==> src/rtl/tlp_hdr_pkg.sv <==
// ============================================================================
// Module   : tlp_hdr_pkg
// Desc     : Shared codes, field offsets and completion-field helpers for the
//            TLP header router.
// Revision : 1.0 - initial release
// ============================================================================
`default_nettype none

package tlp_hdr_pkg;

  localparam logic [4:0] TYPE_MEM  = 5'b00000;
  localparam logic [4:0] TYPE_IO   = 5'b00010;
  localparam logic [4:0] TYPE_CFG0 = 5'b00100;
  localparam logic [4:0] TYPE_CFG1 = 5'b00101;

  localparam logic [2:0] FMT_CPL  = 3'b000;
  localparam logic [2:0] FMT_CPLD = 3'b010;

  localparam logic [2:0] DEST_ERR = 3'd0;
  localparam logic [2:0] DEST_CFG = 3'd1;
  localparam logic [2:0] DEST_MEM = 3'd2;
  localparam logic [2:0] DEST_IO  = 3'd3;

  localparam logic [2:0] CPL_SC = 3'b000;
  localparam logic [2:0] CPL_UR = 3'b001;

  localparam int REQ_TYPE_LSB = 24;
  localparam int REQ_FMT_LSB  = 29;
  localparam int REQ_FBE_LSB  = 32;
  localparam int REQ_LBE_LSB  = 36;
  localparam int REQ_TAG_LSB  = 40;
  localparam int REQ_RID_LSB  = 48;

  localparam int CPL_FMT_LSB    = 29;
  localparam int CPL_BCNT_LSB   = 32;
  localparam int CPL_STATUS_LSB = 45;
  localparam int CPL_CID_LSB    = 48;
  localparam int CPL_LADDR_LSB  = 64;
  localparam int CPL_TAG_LSB    = 72;
  localparam int CPL_RID_LSB    = 80;

  typedef enum logic [2:0] {
    REQ_MRD = 3'd0,
    REQ_MWR = 3'd1,
    REQ_IO  = 3'd2,
    REQ_CFG = 3'd3,
    REQ_UR  = 3'd4
  } req_kind_t;

  function automatic req_kind_t classify(input logic [2:0] fmt, input logic [4:0] typ);
    classify = REQ_UR;
    if (typ == TYPE_MEM) begin
      if (fmt == 3'b000 || fmt == 3'b001) classify = REQ_MRD;
      else if (fmt == 3'b010 || fmt == 3'b011) classify = REQ_MWR;
    end else if (typ == TYPE_IO) begin
      classify = REQ_IO;
    end else if (typ == TYPE_CFG0 || typ == TYPE_CFG1) begin
      classify = REQ_CFG;
    end
  endfunction

  function automatic logic [1:0] be_lo(input logic [3:0] be);
    if (be[0])      be_lo = 2'd0;
    else if (be[1]) be_lo = 2'd1;
    else if (be[2]) be_lo = 2'd2;
    else if (be[3]) be_lo = 2'd3;
    else            be_lo = 2'd0;
  endfunction

  function automatic logic [1:0] be_hi(input logic [3:0] be);
    if (be[3])      be_hi = 2'd3;
    else if (be[2]) be_hi = 2'd2;
    else if (be[1]) be_hi = 2'd1;
    else            be_hi = 2'd0;
  endfunction

  // A length field of zero encodes 1024 DW; 4096 bytes wraps to 0 in 12 bits.
  function automatic logic [11:0] calc_byte_count(input logic [9:0] len,
                                                   input logic [3:0] fbe,
                                                   input logic [3:0] lbe);
    logic [12:0] dws4;
    logic [12:0] multi;
    logic [11:0] single;
    dws4   = (len == 10'd0) ? 13'd4096 : {1'b0, len, 2'b00};
    single = (fbe == 4'd0) ? 12'd1
                           : ({10'd0, be_hi(fbe)} - {10'd0, be_lo(fbe)} + 12'd1);
    multi  = dws4 - {11'd0, be_lo(fbe)} - (13'd3 - {11'd0, be_hi(lbe)});
    calc_byte_count = (len == 10'd1) ? single : multi[11:0];
  endfunction

  function automatic logic [6:0] calc_lower_addr(input logic       is64,
                                                 input logic [4:0] addr32,
                                                 input logic [4:0] addr64,
                                                 input logic [3:0] fbe);
    calc_lower_addr = {(is64 ? addr64 : addr32), be_lo(fbe)};
  endfunction

endpackage

`default_nettype wire

==> src/rtl/hdr_fifo.sv <==
// ============================================================================
// Module   : hdr_fifo
// Desc     : Synchronous FIFO with registered count; head reads as zero when empty.
// Revision : 1.0 - initial release
// ============================================================================
`default_nettype none

module hdr_fifo #(
  parameter int WIDTH = 8,
  parameter int DEPTH = 4
) (
  input  logic                     clk,
  input  logic                     rst,
  input  logic                     push,
  input  logic [WIDTH-1:0]         push_data,
  input  logic                     pop,
  output logic [WIDTH-1:0]         pop_data,
  output logic                     full,
  output logic                     empty,
  output logic [$clog2(DEPTH):0]   count
);

  localparam int                c_AW       = $clog2(DEPTH);
  localparam logic [c_AW:0]     c_FULL_CNT = (c_AW+1)'(DEPTH);
  localparam logic [c_AW:0]     c_CNT_ONE  = (c_AW+1)'(1);
  localparam logic [c_AW-1:0]   c_PTR_ONE  = c_AW'(1);

  logic [WIDTH-1:0] r_mem [DEPTH];
  logic [c_AW-1:0]  r_wr_ptr;
  logic [c_AW-1:0]  r_rd_ptr;
  logic [c_AW:0]    r_count;
  logic             w_push_en;
  logic             w_pop_en;

  assign full      = (r_count == c_FULL_CNT);
  assign empty     = (r_count == '0);
  assign count     = r_count;
  assign w_push_en = push && !full;
  assign w_pop_en  = pop && !empty;
  assign pop_data  = empty ? '0 : r_mem[r_rd_ptr];

  always_ff @(posedge clk or posedge rst) begin
    if (rst) begin
      r_wr_ptr <= '0;
      r_rd_ptr <= '0;
      r_count  <= '0;
    end else begin
      if (w_push_en) r_wr_ptr <= r_wr_ptr + c_PTR_ONE;
      if (w_pop_en)  r_rd_ptr <= r_rd_ptr + c_PTR_ONE;
      case ({w_push_en, w_pop_en})
        2'b10:   r_count <= r_count + c_CNT_ONE;
        2'b01:   r_count <= r_count - c_CNT_ONE;
        default: r_count <= r_count;
      endcase
    end
  end

  always_ff @(posedge clk) begin
    if (w_push_en) r_mem[r_wr_ptr] <= push_data;
  end

endmodule

`default_nettype wire

==> src/rtl/tlp_header_router.sv <==
// ============================================================================
// Module   : tlp_header_router
// Desc     : Classifies request TLPs, builds completion headers, queues them.
//            Define HDR_ROUTER_ERR_CNT_EN to add the err_count port.
// Revision : 1.0 - initial release
// ============================================================================
`default_nettype none

module tlp_header_router #(
  parameter int          PAYLOAD_WIDTH = 32,
  parameter int          FIFO_DEPTH    = 4,
  parameter logic [15:0] COMPLETER_ID  = 16'hFFFF
) (
  input  logic                     clk,
  input  logic                     rst,
  input  logic                     in_valid,
  output logic                     in_ready,
  input  logic [127:0]             in_header,
  input  logic [PAYLOAD_WIDTH-1:0] in_payload,
  output logic                     out_valid,
  input  logic                     out_ready,
  output logic [95:0]              out_header,
  output logic [PAYLOAD_WIDTH-1:0] out_payload,
  output logic [2:0]               out_dest
`ifdef HDR_ROUTER_ERR_CNT_EN
  ,
  output logic [15:0]              err_count
`endif
);

  import tlp_hdr_pkg::*;

  localparam int c_ENTRY_W = 3 + PAYLOAD_WIDTH + 96;
  localparam int c_CNT_W   = $clog2(FIFO_DEPTH) + 1;

  req_kind_t              w_kind;
  logic [95:0]            w_cpl_hdr;
  logic [2:0]             w_dest;
  logic                   w_in_fire;
  logic                   w_s_drain;
  logic                   w_fifo_full;
  logic                   w_fifo_empty;
  logic [c_CNT_W-1:0]     w_fifo_count;
  logic [c_ENTRY_W-1:0]   w_head;
  logic                   w_unused_bits;

  logic                   r_s_valid;
  logic [c_ENTRY_W-1:0]   r_s_data;

  assign w_kind = classify(in_header[REQ_FMT_LSB +: 3], in_header[REQ_TYPE_LSB +: 5]);

  always_comb begin
    w_cpl_hdr = '0;
    w_dest    = DEST_ERR;
    w_cpl_hdr[CPL_TAG_LSB +: 8]  = in_header[REQ_TAG_LSB +: 8];
    w_cpl_hdr[CPL_RID_LSB +: 16] = in_header[REQ_RID_LSB +: 16];
    if (w_kind == REQ_UR) begin
      w_cpl_hdr[CPL_STATUS_LSB +: 3] = CPL_UR;
    end else begin
      w_cpl_hdr[9:0]                 = in_header[9:0];
      w_cpl_hdr[28:12]               = in_header[28:12];
      w_cpl_hdr[CPL_FMT_LSB +: 3]    = FMT_CPL;
      w_cpl_hdr[CPL_BCNT_LSB +: 12]  = 12'd4;
      w_cpl_hdr[CPL_STATUS_LSB +: 3] = CPL_SC;
      w_cpl_hdr[CPL_CID_LSB +: 16]   = COMPLETER_ID;
      case (w_kind)
        REQ_MRD: begin
          w_cpl_hdr[CPL_FMT_LSB +: 3]   = FMT_CPLD;
          w_cpl_hdr[CPL_BCNT_LSB +: 12] = calc_byte_count(in_header[9:0],
                                                          in_header[REQ_FBE_LSB +: 4],
                                                          in_header[REQ_LBE_LSB +: 4]);
          w_cpl_hdr[CPL_LADDR_LSB +: 7] = calc_lower_addr(in_header[29],
                                                          in_header[70:66],
                                                          in_header[102:98],
                                                          in_header[REQ_FBE_LSB +: 4]);
          w_dest = DEST_MEM;
        end
        REQ_MWR: w_dest = DEST_MEM;
        REQ_IO:  w_dest = DEST_IO;
        default: w_dest = DEST_CFG;
      endcase
    end
  end

  // Fullness is taken from the registered count, so a pop never frees a slot
  // for a push in the same cycle.
  assign in_ready  = !r_s_valid || !w_fifo_full;
  assign w_in_fire = in_valid && in_ready;
  assign w_s_drain = r_s_valid && !w_fifo_full;

  always_ff @(posedge clk or posedge rst) begin
    if (rst) begin
      r_s_valid <= 1'b0;
      r_s_data  <= '0;
    end else if (w_in_fire) begin
      r_s_valid <= 1'b1;
      r_s_data  <= {w_dest, in_payload, w_cpl_hdr};
    end else if (w_s_drain) begin
      r_s_valid <= 1'b0;
    end
  end

  hdr_fifo #(
    .WIDTH (c_ENTRY_W),
    .DEPTH (FIFO_DEPTH)
  ) u_fifo (
    .clk       (clk),
    .rst       (rst),
    .push      (w_s_drain),
    .push_data (r_s_data),
    .pop       (out_ready),
    .pop_data  (w_head),
    .full      (w_fifo_full),
    .empty     (w_fifo_empty),
    .count     (w_fifo_count)
  );

  assign out_valid = !w_fifo_empty;
  assign {out_dest, out_payload, out_header} = w_head;

`ifdef HDR_ROUTER_ERR_CNT_EN
  logic [15:0] r_err_count;

  always_ff @(posedge clk or posedge rst) begin
    if (rst) begin
      r_err_count <= 16'd0;
    end else if (w_in_fire && (w_kind == REQ_UR) && (r_err_count != 16'hFFFF)) begin
      r_err_count <= r_err_count + 16'd1;
    end
  end

  assign err_count = r_err_count;
`endif

  assign w_unused_bits = ^{in_header[127:103], in_header[97:71], in_header[65:64],
                           in_header[11:10], w_fifo_count};

endmodule

`default_nettype wire

==> config.mk <==
export PLATFORM = sky130hd
export DESIGN_NAME = tlp_header_router
export DESIGN_NICKNAME = d
export VERILOG_FILES = /design/src/rtl/tlp_hdr_pkg.sv /design/src/rtl/hdr_fifo.sv /design/src/rtl/tlp_header_router.sv
export SDC_FILE = /design/constraint.sdc
export NUM_CORES = 1
export LEC_CHECK = 0
export CORE_ASPECT_RATIO = 1.1
export CORE_MARGIN = 5
export CORE_UTILIZATION = 45
export DETAILED_ROUTE_END_ITERATION = 8
export PLACE_DENSITY = 0.78
export SLEW_MARGIN = 20
export SYNTH_ARGS = -nofsm -noshare
export SYNTH_HDL_FRONTEND = slang
export SYNTH_SLANG_ARGS = --single-unit
==> constraint.sdc <==
create_clock -name clk -period 4 [get_ports clk]
set_input_delay 0.4 -clock clk [delete_from_list [all_inputs] [get_ports clk]]
set_output_delay 0.4 -clock clk [all_outputs]
set_load 0.02 [all_outputs]
==> results of run 1 <==
-- layer usage --
metal | track usage | up-vias
li1 | - | 4721
met1 | 0.2229 | 5666
met2 | 0.3119 | 253
met3 | 0.03007 | 66
met4 | 0.04808 | 0
met5 | 0 | -
-- final timing paths --
check,from,to,slack (ns),depth (start not counted)
min,rst,r_s_data[91],0.27,2
max reg2reg,u_fifo.count[0],u_fifo.r_mem[1][84],1.37,4
min reg2reg,r_s_data[107],u_fifo.r_mem[2][101],0.51,0
max,u_fifo.r_rd_ptr[0],out_header[2],0.51,4
min in group clk,in_payload[4],r_s_data[100],0.43,2
max in group asynchronous,rst,r_s_data[33],2.98,3
-- kinds of logic after synthesis --
logic type	count (synthesis)	synth area share
simple gates	185	0.05108
fa+ha+maj	14	0.009287
other cells	1	0.0001762
flops	543	0.7390
mux	171	0.1467
xor+xnor	10	0.004114
buf+inv	101	0.02281
compound gates	70	0.02692
-- state kept, by name (all words and copies together), names as in the netlist --
name and flops:
r_s_valid 1, u_fifo.r_mem 428, u_fifo.r_rd_ptr 2, u_fifo.count 3, r_s_data 107, u_fifo.r_wr_ptr 2
-- stage by stage --
| step | setup slack [ns] | utilization | cell area [µm²] |
|---|---|---|---|
| 2_1_floorplan | 0.1350 | - | 21320 |
| 3_3_place_gp | 0.8144 | 0.5199 | 24300 |
| 3_5_place_dp | 0.7221 | 0.5199 | 24300 |
| 4_1_cts | 0.3686 | 0.5549 | 25930 |
| 5_1_grt | 0.3146 | 0.5549 | 25930 |
| 6_report | 0.5125 | 0.5549 | 25930 |
-- layout make-up --
| type | count | area (µm²) |
|---|---|---|
| Fill cell | 3556 | 20800 |
| Sequential cell | 543 | 15740 |
| Multi-Input combinational cell | 459 | 5132 |
| Timing Repair Buffer | 256 | 2610 |
| Clock buffer | 76 | 1514 |
| Tap cell | 595 | 744.5 |
| Clock inverter | 19 | 120.1 |
| Inverter | 18 | 72.57 |
-- cell usage in the layout (no fill, tap or decap), drive strengths merged, types with 2 or more instances in the layout --
master / Yosys / routed
a211o: 2 / 2
a211oi: 2 / 2
a21o: 3 / 3
a21oi: 10 / 10
a22o: 25 / 25
a32o: 3 / 3
and2: 114 / 114
buf: 42 / 26
clkbuf: 41 / 76
clkdlybuf4s50: 0 / 230
clkinv: 0 / 16
conb: 1 / 9
dfrtp: 115 / 115
edfxtp: 428 / 428
fa: 3 / 3
ha: 11 / 11
inv: 18 / 20
mux2: 57 / 57
mux2i: 7 / 7
mux4: 107 / 107
nand2: 23 / 23
nand2b: 4 / 4
nand3: 3 / 3
nor2: 15 / 15
nor2b: 3 / 3
nor3: 7 / 7
nor4: 5 / 5
o21ai: 2 / 2
o31ai: 13 / 13
o41ai: 4 / 4
or2: 2 / 2
or4: 4 / 4
xnor2: 5 / 5
xor2: 5 / 5
-- power breakdown --
part           switching, mW  internal, mW
sequential             0.561          7.64
combinational           3.99          3.82
clock                   1.99          2.68
total                   6.55          14.1
==> results by group, run 1 <==
Die
  – Initial Util: 0.4555
  – Vert. Die Dim: about 240 µm
  – Ports: approximately 300
  – Core Area: between 40000 and 50000 µm²
  – Die area: 51760 µm²
  – FP Rows: between 80 and 90
  – DIE WIDTH: approximately 220 µm

Placement
  – GP Congestion: between 0.7 and 0.8
  – Post-DP HPWL: 26370 µm
  – Placed cell count: between 1500 and 2000
  – IO buf count: 230

Worst setup path
  – Data required, critical path: about 3.6 ns
  – Startpoint Class: register
  – Crit path cell chain: buf_4 -> mux4_2 -> and2_1 -> clkdlybuf4s50_1
  – Critical path's top delay family: buffers and inverters
  – Worst Setup End Kind: output pin
  – Buf+Inv Stages, Crit Path: 2
  – Crit path arrival time: between 3 and 4 ns
  – CP Max Fanout: 29
  – Slowest stage cell, crit path: dfrtp_4
  – Critical path type: register to output pin
  – Max incr delay on CP: 0.81 ns

Global route
  – First-pass GRT wire length: ~70000 µm
  – Grt ovf: 0
  – All-layer global routing usage: 0.1748
  – Vias in the first global route: 11700
  – Largest net degree at the start of global routing: between 50 and 60
  – Initial antenna violation count: 0

Yosys
  – Async set-reset flop share out of synthesis: 0.2118
  – Synth top cells by count: 428 x edfxtp_1, 115 x dfrtp_1, 114 x and2_1, 107 x mux4_2, 57 x mux2_2
  – Seq cells post-synth: 543
  – Netlist cell types: 50
  – Netlist Area Pre-Place: 21290 µm²
  – Largest area contributor in the netlist: edfxtp_1
  – EDFF count, synth: approximately 430
  – Synth Flop Type: edfxtp_1
  – Post-synthesis sequential area ratio: 0.7390
  – Yosys warnings: 0
  – Post-Syn Instances: 1095
  – Average size of a mapped cell: just under 20 µm²
  – Share of the synthesized area in the top cell type: 0.6038
  – Top post-synthesis cells by area: edfxtp_1 60%, dfrtp_1 14%, mux4_2 11%
  – Most common cell in the synthesized netlist: edfxtp_1

Detailed routing
  – Final ANT Viol Nets: 0
  – Met3 wire len: 1849 µm
  – Met2 Wirelength: around 24000 µm
  – WL/cell: approximately 23 µm
  – Initial DRT Pass Iterations: 4
  – M1 wire length: 18080 µm
  – DR top layer: met4
  – WL final: about 45000 µm
  – Avg Vias per Cell: around 5.4
  – DRC marker count from the first detailed-route iteration: ~600
  – Residual DRC: 0
  – Vias: 10710

Power and ir drop
  – PD cells: around 800 nW/µm²
  – Lkg Pwr: 9.003 nW
  – Worst IR drop on VDD: roughly 0.00048 V
  – Overall Power: between 20 and 25 mW

Timing
  – Clk_skew: 0.008383 ns
  – Fin crit period: ~3.5 ns
  – RSZ-0062 raised after global routing: false
  – Final period utilization: 0.8719
  – Final Hold Vio Count: 0
  – Final Setup Violations: 0
  – Sum Neg Setup Slack: 0 ns
  – WHS: around 0.27 ns
  – Max-slew headroom: 0.4024
  – Pins Over Slew Limit: 0
  – Peak Freq: between 0.2 and 0.3 GHz
  – Least-Margin Pin Slew: 0.8882 ns

Clocking
  – Cts-stage hold buffer count: 0
  – Clk_lat worst skew: a little under 0.6 ns
  – Clock Sinks: around 540
  – Maximum clock path buffer count: 3
  – Post-CTS Resized: 0
  – Clock Pin Slew Worst Setup and Hold Paths: ~0.07 ns
  – Buffers inserted by post-CTS timing repair: 0
  – CTS tree: done
  – Htree depth: 2
  – Number of buffers created by CTS: 52
  – CTS Root Cell: clkbuf_16

Cells and area
  – Nets: between 1500 and 2000
  – Layout cells sized above 1: 0.2050
  – Inserted Diodes: 0
  – Area Overhead vs Synth: 21.82%
  – Non-Filler Instances: a little under 2000

Run
  – # Max-Cap Violations: 0

Worst hold path
  – Type of the tightest min-delay check: primary input to async pin

Status
  – Status: finished clean
No activity file was read; power rests on OpenSTA's default activity.
==> run 2: changes to the inputs <==
--- a/config.mk
+++ b/config.mk
@@ -6,10 +6,11 @@
 export NUM_CORES = 1
 export LEC_CHECK = 0
 export CORE_ASPECT_RATIO = 1.1
-export CORE_MARGIN = 5
+export CORE_MARGIN = 4
 export CORE_UTILIZATION = 45
 export DETAILED_ROUTE_END_ITERATION = 8
 export PLACE_DENSITY = 0.78
+export REMOVE_ABC_BUFFERS = 1
 export SLEW_MARGIN = 20
 export SYNTH_ARGS = -nofsm -noshare
 export SYNTH_HDL_FRONTEND = slang
==> run 2 against run 1 <==
Final cell count fell by 0.10%. Fmax fell by 4.4%. Sequential cell count did not move. First-iteration DRC count rose by 45%. Largest cell class unchanged. Clock power rose by 2%. Wire length fell by 3.6%. Sequential share of layout area fell by 0.056 points. Worst hold slack improved by 0.12 ns. Setup slack got worse by 0.16 ns. Non-clock buffer count fell by 1.
==> results by group, run 2 (synthesis results as in run 1) <==
Clocking
  – Maximum clock path buffer count: 3
  – Htree depth: 2
  – Clk_lat worst skew: between 0.5 and 0.6 ns
  – Post-CTS Resized: 0
  – Clock Sinks: 543
  – Cts-stage hold buffer count: 0
  – Number of buffers created by CTS: just over 50
  – CTS tree: done
  – Clock Pin Slew Worst Setup and Hold Paths: approximately 0.060 ns
  – CTS Root Cell: clkbuf_16
  – Buffers inserted by post-CTS timing repair: 0

Global route
  – Vias in the first global route: between 10000 and 15000
  – First-pass GRT wire length: 67160 µm
  – All-layer global routing usage: 0.1702
  – Largest net degree at the start of global routing: 79
  – Initial antenna violation count: 0
  – Grt ovf: 0

Die
  – DIE WIDTH: 215.4 µm
  – Core Area: around 47000 µm²
  – Initial Util: 0.4555
  – Ports: around 300
  – FP Rows: 83
  – Die area: just over 50000 µm²
  – Vert. Die Dim: approximately 240 µm

Worst setup path
  – Worst Setup End Kind: output pin
  – Data required, critical path: 3.60 ns
  – CP Max Fanout: a little over 40
  – R2R depth: 4
  – Critical path type: register to output pin
  – Crit path arrival time: 3.25 ns
  – Startpoint Class: register

Timing
  – Least-Margin Pin Slew: 0.8730 ns
  – Max-slew headroom: 0.4126
  – Peak Freq: 0.2741 GHz
  – WHS: roughly 0.4 ns
  – Final Hold Vio Count: 0
  – Setup ws final: about 0.35 ns
  – Final Setup Violations: 0
  – Fin crit period: around 3.6 ns
  – Final period utilization: 0.9122
  – Clk_skew: 0.01057 ns
  – Sum Neg Setup Slack: 0 ns
  – Pins Over Slew Limit: 0
  – RSZ-0062 raised after global routing: false

Detailed routing
  – Final ANT Viol Nets: 0
  – DRC marker count from the first detailed-route iteration: between 800 and 900
  – Avg Vias per Cell: 5.466
  – Vias: ~11000
  – Initial DRT Pass Iterations: 5
  – WL/cell: about 22 µm
  – Residual DRC: 0
  – WL final: 43140 µm

Placement
  – Post-DP HPWL: 25420 µm
  – IO buf count: between 200 and 250
  – Post-DP Area: between 20000 and 25000 µm²
  – GP Congestion: ~0.74
  – Placed cell count: between 1500 and 2000
  – Pre-CTS setup slack: between 0.7 and 0.8 ns

Power and ir drop
  – Overall Power: 20.75 mW
  – Worst IR drop on VDD: slightly below 0.0006 V
  – PD cells: 799.4 nW/µm²
  – Lkg Pwr: 9.014 nW

Cells and area
  – Area taken by multi-input logic gates: 5132 µm²
  – Sequential cell area: roughly 16000 µm²
  – Fin util: 0.5554
  – Max FFs per register: 428
  – Most frequent cells in the layout: 428 x edfxtp_1, 230 x clkdlybuf4s50_1, 113 x dfrtp_1, 110 x and2_1, 107 x mux4_2
  – Commonest non-fill, non-tap cell in the layout: edfxtp_1
  – Area Overhead vs Synth: 21.93%
  – Non-Filler Instances: approximately 2000
  – Fill cells: 3549
  – Layout cells sized above 1: 0.2098
  – Fin area: between 20000 and 30000 µm²
  – Most flops, register: u_fifo.r_mem
  – Nets: between 1500 and 2000

Worst hold path
  – Type of the tightest min-delay check: primary input to async pin

Status
  – Status: finished clean

Run
  – # Max-Cap Violations: 0
run 2: cell types whose count changed in the layout (fill, tap and decap cells not counted), sizes merged:
cell | previous run | this run
buf | 26 | 25
bufinv | 1 | 3
diode | 0 | 1
clkinvlp | 0 | 2
clkbuf | 76 | 71
inv | 20 | 19
run 2: final cells by class:
type / instances / share of cell area
Antenna cell: 1 / 0.00009641
Clock buffer: 71 / 0.05717
Clock inverter: 22 / 0.007376
Inverter: 18 / 0.002796
Multi-Input combinational cell: 459 / 0.1977
Sequential cell: 543 / 0.6063
Tap cell: 595 / 0.02868
Timing Repair Buffer: 255 / 0.09979
run 2: worst paths after layout:
check | from | to | slack, ns
worst max-delay path | u_fifo.r_rd_ptr[0] | out_dest[0] | 0.35
min in group clk | in_payload[26] | r_s_data[122] | 0.43
worst max register to register | u_fifo.count[0] | u_fifo.r_mem[1][68] | 1.45
worst min-delay path | rst | r_s_data[113] | 0.39
max in group asynchronous | rst | r_s_data[74] | 2.87
worst min register to register | r_s_data[28] | u_fifo.r_mem[1][26] | 0.51
run 2: critical path, cell delays in order (launching register included):
cell	delay [ns]
dfrtp_4	0.99
buf_4	0.34
mux4_2	0.50
and2_1	0.16
clkdlybuf4s50_1	0.66
run 2: power by group:
| group | switching (mW) | internal [mW] |
|---|---|---|
| Sequential | 0.626 | 7.64 |
| Combinational | 3.90 | 3.81 |
| Clock | 1.99 | 2.78 |
| Total | 6.52 | 14.2 |
run 2: layer usage:
metal / share of wire / up-vias / track usage
met5: 0 / - / 0
met1: 0.41 / 5642 / 0.2234
li1: - / 4721 / -
met3: 0.058 / 52 / 0.03324
met2: 0.52 / 320 / 0.2921
met4: 0.019 / 0 / 0.04842
